File: src/rtl/rom_burst_pkg.sv
// Shared types and default sizes for the ROM burst reader.
package rom_burst_pkg;

  localparam int ADDR_W_DEF = 2;
  localparam int DATA_W_DEF = 4;

  typedef enum logic [1:0] {
    IDLE  = 2'd0,
    RUN   = 2'd1,
    DRAIN = 2'd2
  } state_t;

endpackage

File: src/rtl/rom_burst_skid.sv
// Two-entry FIFO carrying {last, data} from the ROM to the output stream.
// The head entry registers drive m_data/m_last/m_valid directly.
module rom_burst_skid
  import rom_burst_pkg::*;
#(
  parameter int DATA_W = DATA_W_DEF
) (
  input  logic              clk,
  input  logic              rst_n,
  input  logic              push,
  input  logic [DATA_W-1:0] push_data,
  input  logic              push_last,
  input  logic              pop,
  output logic [1:0]        occ,
  output logic [DATA_W-1:0] m_data,
  output logic              m_valid,
  output logic              m_last
);

  logic [DATA_W:0] head_q;
  logic [DATA_W:0] tail_q;
  logic            head_vld;
  logic            tail_vld;
  logic [DATA_W:0] push_word;

  assign push_word = {push_last, push_data};
  assign occ       = {1'b0, head_vld} + {1'b0, tail_vld};
  assign m_data    = head_q[DATA_W-1:0];
  assign m_last    = head_q[DATA_W];
  assign m_valid   = head_vld;

  // FIFO update: pop shifts tail into head; push fills the first free slot.
  // NOTE: these entries are output registers with defined reset values, so they
  // are reset along with the valid bits rather than left as unreset storage.
  always_ff @(posedge clk or negedge rst_n) begin
    if (!rst_n) begin
      head_q   <= '0;
      tail_q   <= '0;
      head_vld <= 1'b0;
      tail_vld <= 1'b0;
    end else if (pop) begin
      if (tail_vld) begin
        head_q   <= tail_q;
        head_vld <= 1'b1;
        tail_vld <= push;
        if (push) tail_q <= push_word;
      end else begin
        head_vld <= push;
        if (push) head_q <= push_word;
      end
    end else if (push) begin
      if (!head_vld) begin
        head_q   <= push_word;
        head_vld <= 1'b1;
      end else begin
        tail_q   <= push_word;
        tail_vld <= 1'b1;
      end
    end
  end

endmodule

File: src/rtl/rom_burst_reader.sv
// Turns a start command into a burst of synchronous-ROM reads and streams the
// returned words through a 2-entry buffer with valid/ready backpressure.
module rom_burst_reader
  import rom_burst_pkg::*;
#(
  parameter int ADDR_W = ADDR_W_DEF,
  parameter int DATA_W = DATA_W_DEF
) (
  input  logic              clk,
  input  logic              rst_n,
  input  logic              start,
  input  logic [ADDR_W-1:0] start_addr,
  input  logic [ADDR_W:0]   count,
  output logic              busy,
  output logic              done,
  output logic [ADDR_W-1:0] rom_addr,
  input  logic [DATA_W-1:0] rom_data,
  output logic [DATA_W-1:0] m_data,
  output logic              m_valid,
  input  logic              m_ready,
  output logic              m_last
);

  localparam int              DEPTH   = 2 ** ADDR_W;
  localparam logic [ADDR_W:0] DEPTH_V = (ADDR_W + 1)'(DEPTH);
  localparam logic [ADDR_W:0] ONE_V   = (ADDR_W + 1)'(1);

  state_t            state;
  logic [ADDR_W-1:0] addr_cnt;
  logic [ADDR_W:0]   remaining;
  logic              rd_pend;
  logic              rd_last;
  logic [1:0]        occ;
  logic              pop;
  logic [2:0]        slots;
  logic              issue;
  logic              final_issue;

  assign rom_addr = addr_cnt;
  assign busy     = (state != IDLE);

  // Issue a read whenever the buffer plus the in-flight read leaves room.
  // NOTE: every signal gets a default at the top so no path leaves it
  // unassigned, which would otherwise infer a latch.
  always_comb begin
    pop         = 1'b0;
    slots       = '0;
    issue       = 1'b0;
    final_issue = 1'b0;
    pop         = m_valid & m_ready;
    slots       = {1'b0, occ} + {2'b0, rd_pend} - {2'b0, pop};
    issue       = (state == RUN) && (remaining != '0) && (slots < 3'd2);
    final_issue = issue && (remaining == ONE_V);
  end

  // Burst FSM with address counter, remaining count and ROM latency tracking.
  // NOTE: non-blocking assignments keep every register reading the values from
  // before the edge, regardless of statement order in this block.
  always_ff @(posedge clk or negedge rst_n) begin
    if (!rst_n) begin
      state     <= IDLE;
      addr_cnt  <= '0;
      remaining <= '0;
      rd_pend   <= 1'b0;
      rd_last   <= 1'b0;
      done      <= 1'b0;
    end else begin
      done    <= 1'b0;
      rd_pend <= issue;
      rd_last <= final_issue;
      if (issue) begin
        addr_cnt  <= addr_cnt + 1'b1;
        remaining <= remaining - 1'b1;
      end
      case (state)
        IDLE: begin
          if (start) begin
            if (count == '0) begin
              done <= 1'b1;
            end else begin
              state     <= RUN;
              addr_cnt  <= start_addr;
              remaining <= (count > DEPTH_V) ? DEPTH_V : count;
            end
          end
        end
        RUN: begin
          if (final_issue) state <= DRAIN;
        end
        DRAIN: begin
          if (pop && m_last) begin
            state <= IDLE;
            done  <= 1'b1;
          end
        end
        default: state <= IDLE;
      endcase
    end
  end

  rom_burst_skid #(
    .DATA_W(DATA_W)
  ) u_skid (
    .clk      (clk),
    .rst_n    (rst_n),
    .push     (rd_pend),
    .push_data(rom_data),
    .push_last(rd_last),
    .pop      (pop),
    .occ      (occ),
    .m_data   (m_data),
    .m_valid  (m_valid),
    .m_last   (m_last)
  );

endmodule
File: config.mk
export PLATFORM = sky130hd
export DESIGN_NAME = rom_burst_reader
export DESIGN_NICKNAME = d
export VERILOG_FILES = /design/src/rtl/rom_burst_pkg.sv /design/src/rtl/rom_burst_skid.sv /design/src/rtl/rom_burst_reader.sv
export SDC_FILE = /design/constraint.sdc
export NUM_CORES = 1
export LEC_CHECK = 0
export BUFFER_PORTS_ARGS = -buffer_cell sky130_fd_sc_hd__buf_2
export CAP_MARGIN = 20
export CORE_AREA = 2 2 65 43
export DETAILED_ROUTE_END_ITERATION = 8
export DIE_AREA = 0 0 67 45
export PLACE_DENSITY = 0.7
export SYNTH_ARGS = -nofsm -noshare
export SYNTH_HDL_FRONTEND = slang
export SYNTH_SLANG_ARGS = --single-unit
File: constraint.sdc
create_clock -name clk -period 2.33 [get_ports clk]
set_clock_uncertainty 0.15 [all_clocks]
set_input_delay 0.466 -clock clk [delete_from_list [all_inputs] [get_ports clk]]
set_output_delay 0.466 -clock clk [all_outputs]
set_load 0.02 [all_outputs]
Word level (Yosys, flattened, before mapping)
Index checks and enable logic that the tools add are counted.
{"block": "classes", "addsub": 5, "multipliers": 0, "n_div": 0, "order_cmp": 2, "eq_ne": 10, "shifts": 0, "n_mux": 34, "bitwise": 1, "reduce_logical": 15}
{"cell": "$mux 5", "n": 9}
{"cell": "$mux 2", "n": 8}
{"cell": "$mux 3", "n": 5}
{"cell": "$ne 2x2->1 const B", "n": 6}
{"cell": "$mux 1", "n": 10}
{"cell": "$reduce_and 4->1", "n": 2}
{"cell": "$reduce_bool 2->1", "n": 4}
{"cell": "$pmux 2 s3", "n": 1}
{"cell": "$logic_and 1x1->1", "n": 4}
{"cell": "$add 2x1->3", "n": 1}
{"cell": "$eq 3x1->1 const B", "n": 1}
{"cell": "$gt 3x3->1 const B", "n": 1}
{"cell": "$logic_not 3->1", "n": 1}
{"cell": "$lt 3x2->1 const B", "n": 1}
{"cell": "$reduce_and 3->1", "n": 1}
{"cell": "$reduce_bool 3->1", "n": 1}
{"cell": "$sub 3x1->3", "n": 1}
{"cell": "$sub 3x1->3 const B", "n": 1}
{"cell": "$add 1x1->2", "n": 1}
{"cell": "$add 2x1->2 const B", "n": 1}
{"cell": "$eq 2x1->1 const B", "n": 1}
{"cell": "$eq 2x2->1 const B", "n": 1}
{"cell": "$logic_not 2->1", "n": 1}
{"cell": "$ne 2x1->1 const B", "n": 1}
{"cell": "other kinds (3)", "n": 3}
{"block": "totals", "register_bits": 22, "latch_bits": 0, "ram_bits": 0, "rom_bits": 0, "inputBits": 13, "out_inout_bits": 10, "elab_cells": 77, "memories": 0}

Longest topological paths before layout
{"block": "depth", "word_depth": 9, "mapped_depth": 9, "mapped_depth_nobuf": 8}

Modules after synthesis
A second synthesis with hierarchy kept.
{"block": "hier_totals", "cells_unflattened": 94, "area_unflattened_um2": 1144.8}
{"mod": "rom_burst_reader", "n_inst": 1, "cells_each": 56, "area_each_um2": 598.1, "seq_area_each_um2": 250.2}
{"mod": "rom_burst_skid", "n_inst": 1, "cells_each": 38, "area_each_um2": 546.8, "seq_area_each_um2": 300.3}

Worst setup path before layout
Ideal clock, no wire load.
{"block": "synth_timing", "path_kind": "flip-flop to flip-flop", "startpoint": "register u_skid.head_vld, in the netlist u_skid.m_valid", "endpoint": "register remaining[0]", "setup_time_ns": 0.126, "arrival_time_ns": 2.376, "t_required_ns": 2.054, "setup_slack_ns": -0.322, "stages_incl_launch_ff": 10, "n_path_buf": 1, "synth_period_minus_slack_ns": 2.652, "path_cell_list": "dfrtp_1 -> and2_1 -> clkbuf_1 -> ha_1 -> inv_1 -> ha_1 -> a21oi_1 -> mux2i_2 -> inv_1 -> a221o_1"}
{"block": "synth_via", "elab_chain_cells": 9, "elab_cells_between_ends": 10, "cone_classes": "3 x add/sub; 1 x order compare; 4 x mux; 1 x bitwise; 1 x reduce/logical"}
{"item": "start: declaration", "line_no": "rom_burst_skid.sv:22", "text": "logic head_vld;"}
{"item": "start signal: assignment", "line_no": "rom_burst_skid.sv:48", "text": "head_vld <= push;"}
{"item": "$add 1x1->2", "line_no": "rom_burst_skid.sv:27", "text": "assign occ = {1'b0, head_vld} + {1'b0, tail_vld};"}
{"item": "$add 2x1->3", "line_no": "rom_burst_reader.sv:51", "text": "slots = {1'b0, occ} + {2'b0, rd_pend} - {2'b0, pop};"}
{"item": "$sub 3x1->3 (*)", "line_no": "rom_burst_reader.sv:51"}
{"item": "$lt 3x2->1 (*)", "line_no": "rom_burst_reader.sv:52", "text": "issue = (state == RUN) && (remaining != '0) && (slots < 3'd2);"}
{"item": "$logic_and 1x1->1 (*)", "line_no": "rom_burst_reader.sv:52"}
{"item": "via issue", "line_no": "rom_burst_reader.sv:36", "text": "logic issue;"}
{"item": "$mux 3 (*)", "line_no": "rom_burst_reader.sv:71", "text": "if (issue) begin"}
{"item": "$mux 3", "line_no": "rom_burst_reader.sv:78", "text": "if (count == '0) begin"}
{"item": "$mux 3", "line_no": "rom_burst_reader.sv:77", "text": "if (start) begin"}
{"item": "$mux 3 (*)", "line_no": "rom_burst_reader.sv:75", "text": "case (state)"}
{"item": "end signal: assignment", "line_no": "rom_burst_reader.sv:73", "text": "remaining <= remaining - 1'b1;"}
{"item": "end signal: assignment", "line_no": "rom_burst_reader.sv:83", "text": "remaining <= (count > DEPTH_V) ? DEPTH_V : count;"}
{"item": "end: declaration", "line_no": "rom_burst_reader.sv:30", "text": "logic [ADDR_W:0] remaining;"}
The timed path passes the listed nets; every way through them passes the cells marked *.
A chain may end at the register's enable or synchronous reset.

Worst setup path after layout
Ends and elaborated chain as after synthesis.

==> flow_summary_export.csv <==
group,metric,value,unit
yosys,postSynth.asyncResetShare,100.0,%
sta,worst_pin_slew,516.9,ps
placed_design,dp_hpwl,1620,um
setup_path,critPathMaxStageDelay,410,ps
floorplanning,core_area,0.002382,sq mm
floorplanning,initial_core_util,45.17,%
clocking,clk_pin_slew_worst_paths,80,ps
setup_path,startpoint_type,"flip-flop",
global_routing,overflow,0,
placed_design,portBuffers,22,
global_routing,antenna_found_initial,0,
clocking,cts_resized,0,
min_path,hold_class,"input port to async pin",
global_routing,grt_max_degree,23,
clocking,clock_sinks,22,
setup_path,crit_path_cell_trace,"and2_4, ha_4, inv_2, ha_4, a21oi_4, mux2i_4, inv_1, a221o_1",
cells_and_area,fillCellCount,218,
power_and_ir_drop,power_leakage,0.6905,nW
global_routing,grt_usage,15.36,%
cells_and_area,drive_gt1_share,37.80,%
global_routing,grt_pass1_wl,3312,um
clocking,numCtsBuffers,3,
sta,period_minus_slack,2261,ps
setup_path,timing.rr.start,"u_skid.m_valid$_DFFE_PN0P_",
sta,timing.final.crit_share,97.05,%
yosys,ys_types,30,
clocking,cts_root_buf,"clkbuf_8",
sta,setup_viol,0,
setup_path,worstSetupEndpointType,"flip-flop",
yosys,seq_area_frac_synth,51.16,%
yosys,yosysTopAreaCell,"dfrtp_1",
clocking,cts_setup_buffers,0,
yosys,netlist_area,0.001076,sq mm
yosys,synth-seq-cells,22,
yosys,synth_edf_count,0,
yosys,synthDominantCellAreaShare,51.16,%
yosys,synth.area.top_cells,"dfrtp_1 51%, ha_1 5.8%, mux2_2 5.2%",
yosys,yosysMostFrequentCell,"dfrtp_1",
setup_path,critical_path_class,"flip-flop to flip-flop",
run_status,status,"complete, no violations",
placed_design,dp_slack,-93.61,ps
setup_path,r2r-end,"remaining[0]$_DFF_PN0_",
floorplanning,pin_count,23,
floorplanning,die_height,45,um
floorplanning,rows,14,
route,first_pass_iters,4,
sta,fmax,442.2,MHz
job,maxCapViolCount,0,
yosys,synth_nets,116,
sta,fin_setup_tns,0,ps
setup_path,path_max_fanout,6,
setup_path,arrival,2260,ps
setup_path,r2r_setup_slack,70,ps
placed_design,place.gp.congestion,0.7690,
power_and_ir_drop,max-vdd-ir-drop,0.0007954,V
setup_path,cp.required,2330,ps
floorplanning,dieWidth,67,um
route,wl,2061,um
cells_and_area,area_delta_synth_final,29.88,%
clocking,cts_max_level,1,
floorplanning,die_area,0.003015,sq mm
sta,rsz0062_at_grt,"false",
sta,drv_slew,0,
yosys,yosys_warnings,0,
yosys,synth_cells,98,
cells_and_area,diodes,0,
yosys,synth.avg_cell_area,10.98,sq um
clocking,cts_hold_buf,0,
cells_and_area,fin_nets,146,
route,drtIter0Drc,28,
setup_path,cp_slowest_cell,"dfrtp_2",
sta,relSlewSlack,65.46,%
sta,fin_ws,68.76,ps
route,vias_per_cell,5.145,
setup_path,crit_top_cell,"ha_4",
route,drc_errors,0,
global_routing,grt_pass1_vias,750,
power_and_ir_drop,power_density,1572,mW/mm^2
clocking,clk_latency,260,ps
sta,hold_viol_final,0,
yosys,ys_top_cells_by_count,"22 x dfrtp_1, 10 x nand2_1, 8 x inv_1, 8 x o21ai_0",
setup_path,reg2reg_depth,8,
yosys,synthFlopType,"dfrtp_1",
route,routedWlPerCell,12.96,um
route,vias,818,
clocking,cts_buffer_depth,2,
clocking,cts_tree,"built",
route,ant_nets,0,
==> critical path, delay by kind of cell (launching register included) <==
family	cells	cell delay, ps
compound gates	2	460
flops	1	410
buf+inv	2	140
mux	1	340
fa+ha+maj	2	490
simple gates	1	170
==> placed cells by master, fill, tap and decap left out, types with 2 or more instances in the layout <==
| master | count |
|---|---|
| ha_4 | 2 |
| clkbuf_8 | 3 |
| dfrtp_1 | 21 |
| nand3_1 | 3 |
| nor2b_1 | 2 |
| mux2_2 | 5 |
| o21ai_0 | 8 |
| buf_2 | 22 |
| nor2_1 | 3 |
| buf_4 | 4 |
| inv_1 | 7 |
| or2_2 | 2 |
| or3_1 | 2 |
| ha_1 | 3 |
| a221o_1 | 2 |
| a21oi_1 | 4 |
| mux2i_1 | 5 |
| nand2_1 | 10 |
==> power by group <==
group          internal [mW]  switching (mW)  total (mW)
clock network          0.229           0.124       0.353
registers              0.567           0.135       0.701
logic                  0.569           0.574        1.14
==> final cells by class <==
type / count / area, sq um / area share, %
clock buffer: 3 / 41.29 / 2.954
clock inverter: 1 / 30.03 / 2.149
inverter: 8 / 30.03 / 2.149
multi-input combinational: 66 / 553.0 / 39.57
sequential: 22 / 551.8 / 39.48
tap: 32 / 40.04 / 2.865
timing repair buffer: 27 / 151.4 / 10.83
==> routing by layer <==
layer  share of wire [%]  up-vias  GRT usage (%)
li1                    -      403              -
met1                  50      392          21.54
met2                  45       21          23.17
met3                 4.6        2          4.489
met4                0.92        0          4.898
met5                   0        -              0
==> flip-flops by register name (all words and copies together), names as in the netlist <==
signal,cells
u_skid.m_valid,1
u_skid.tail_vld,1
state,2
done,1
u_skid.tail_q,5
rom_addr,2
remaining,3
u_skid.head_q,5
rd_pend,1
rd_last,1
==> worst max-delay path by stage <==
stage	depth (start not counted)	endpoint	slack, ps	startpoint
CTS	9	rom_addr[1]$_DFF_PN0_	50	u_skid.m_valid$_DFFE_PN0P_
detailed placement	10	rom_addr[1]$_DFF_PN0_	-90	m_ready
finish	8	remaining[0]$_DFF_PN0_	70	u_skid.m_valid$_DFFE_PN0P_
global route	8	remaining[0]$_DFF_PN0_	20	u_skid.m_valid$_DFFE_PN0P_
floorplan	9	remaining[0]$_DFF_PN0_	-140	u_skid.m_valid$_DFFE_PN0P_
global placement	10	rom_addr[1]$_DFF_PN0_	-60	m_ready
==> cells by family after synthesis <==
family / synth area share, %
compound gates: 11.40
xor+xnor: 0.8141
fa+ha+maj: 5.814
buf+inv: 3.488
flops: 51.16
mux: 11.16
simple gates: 16.16
==> metrics by stage <==
stage	total power [mW]	hold WS [ps]	instances	utilization, %	area, sq um
2_1_floorplan	1.495	20.41	98	-	1135
3_3_place_gp	1.763	304.9	155	54.78	1305
3_5_place_dp	1.806	309.1	155	54.78	1305
4_1_cts	2.167	19.28	159	57.77	1376
5_1_grt	2.354	32.03	159	58.67	1398
6_report	2.197	4.242	159	58.67	1398
No activity file was read; power rests on OpenSTA's default activity.
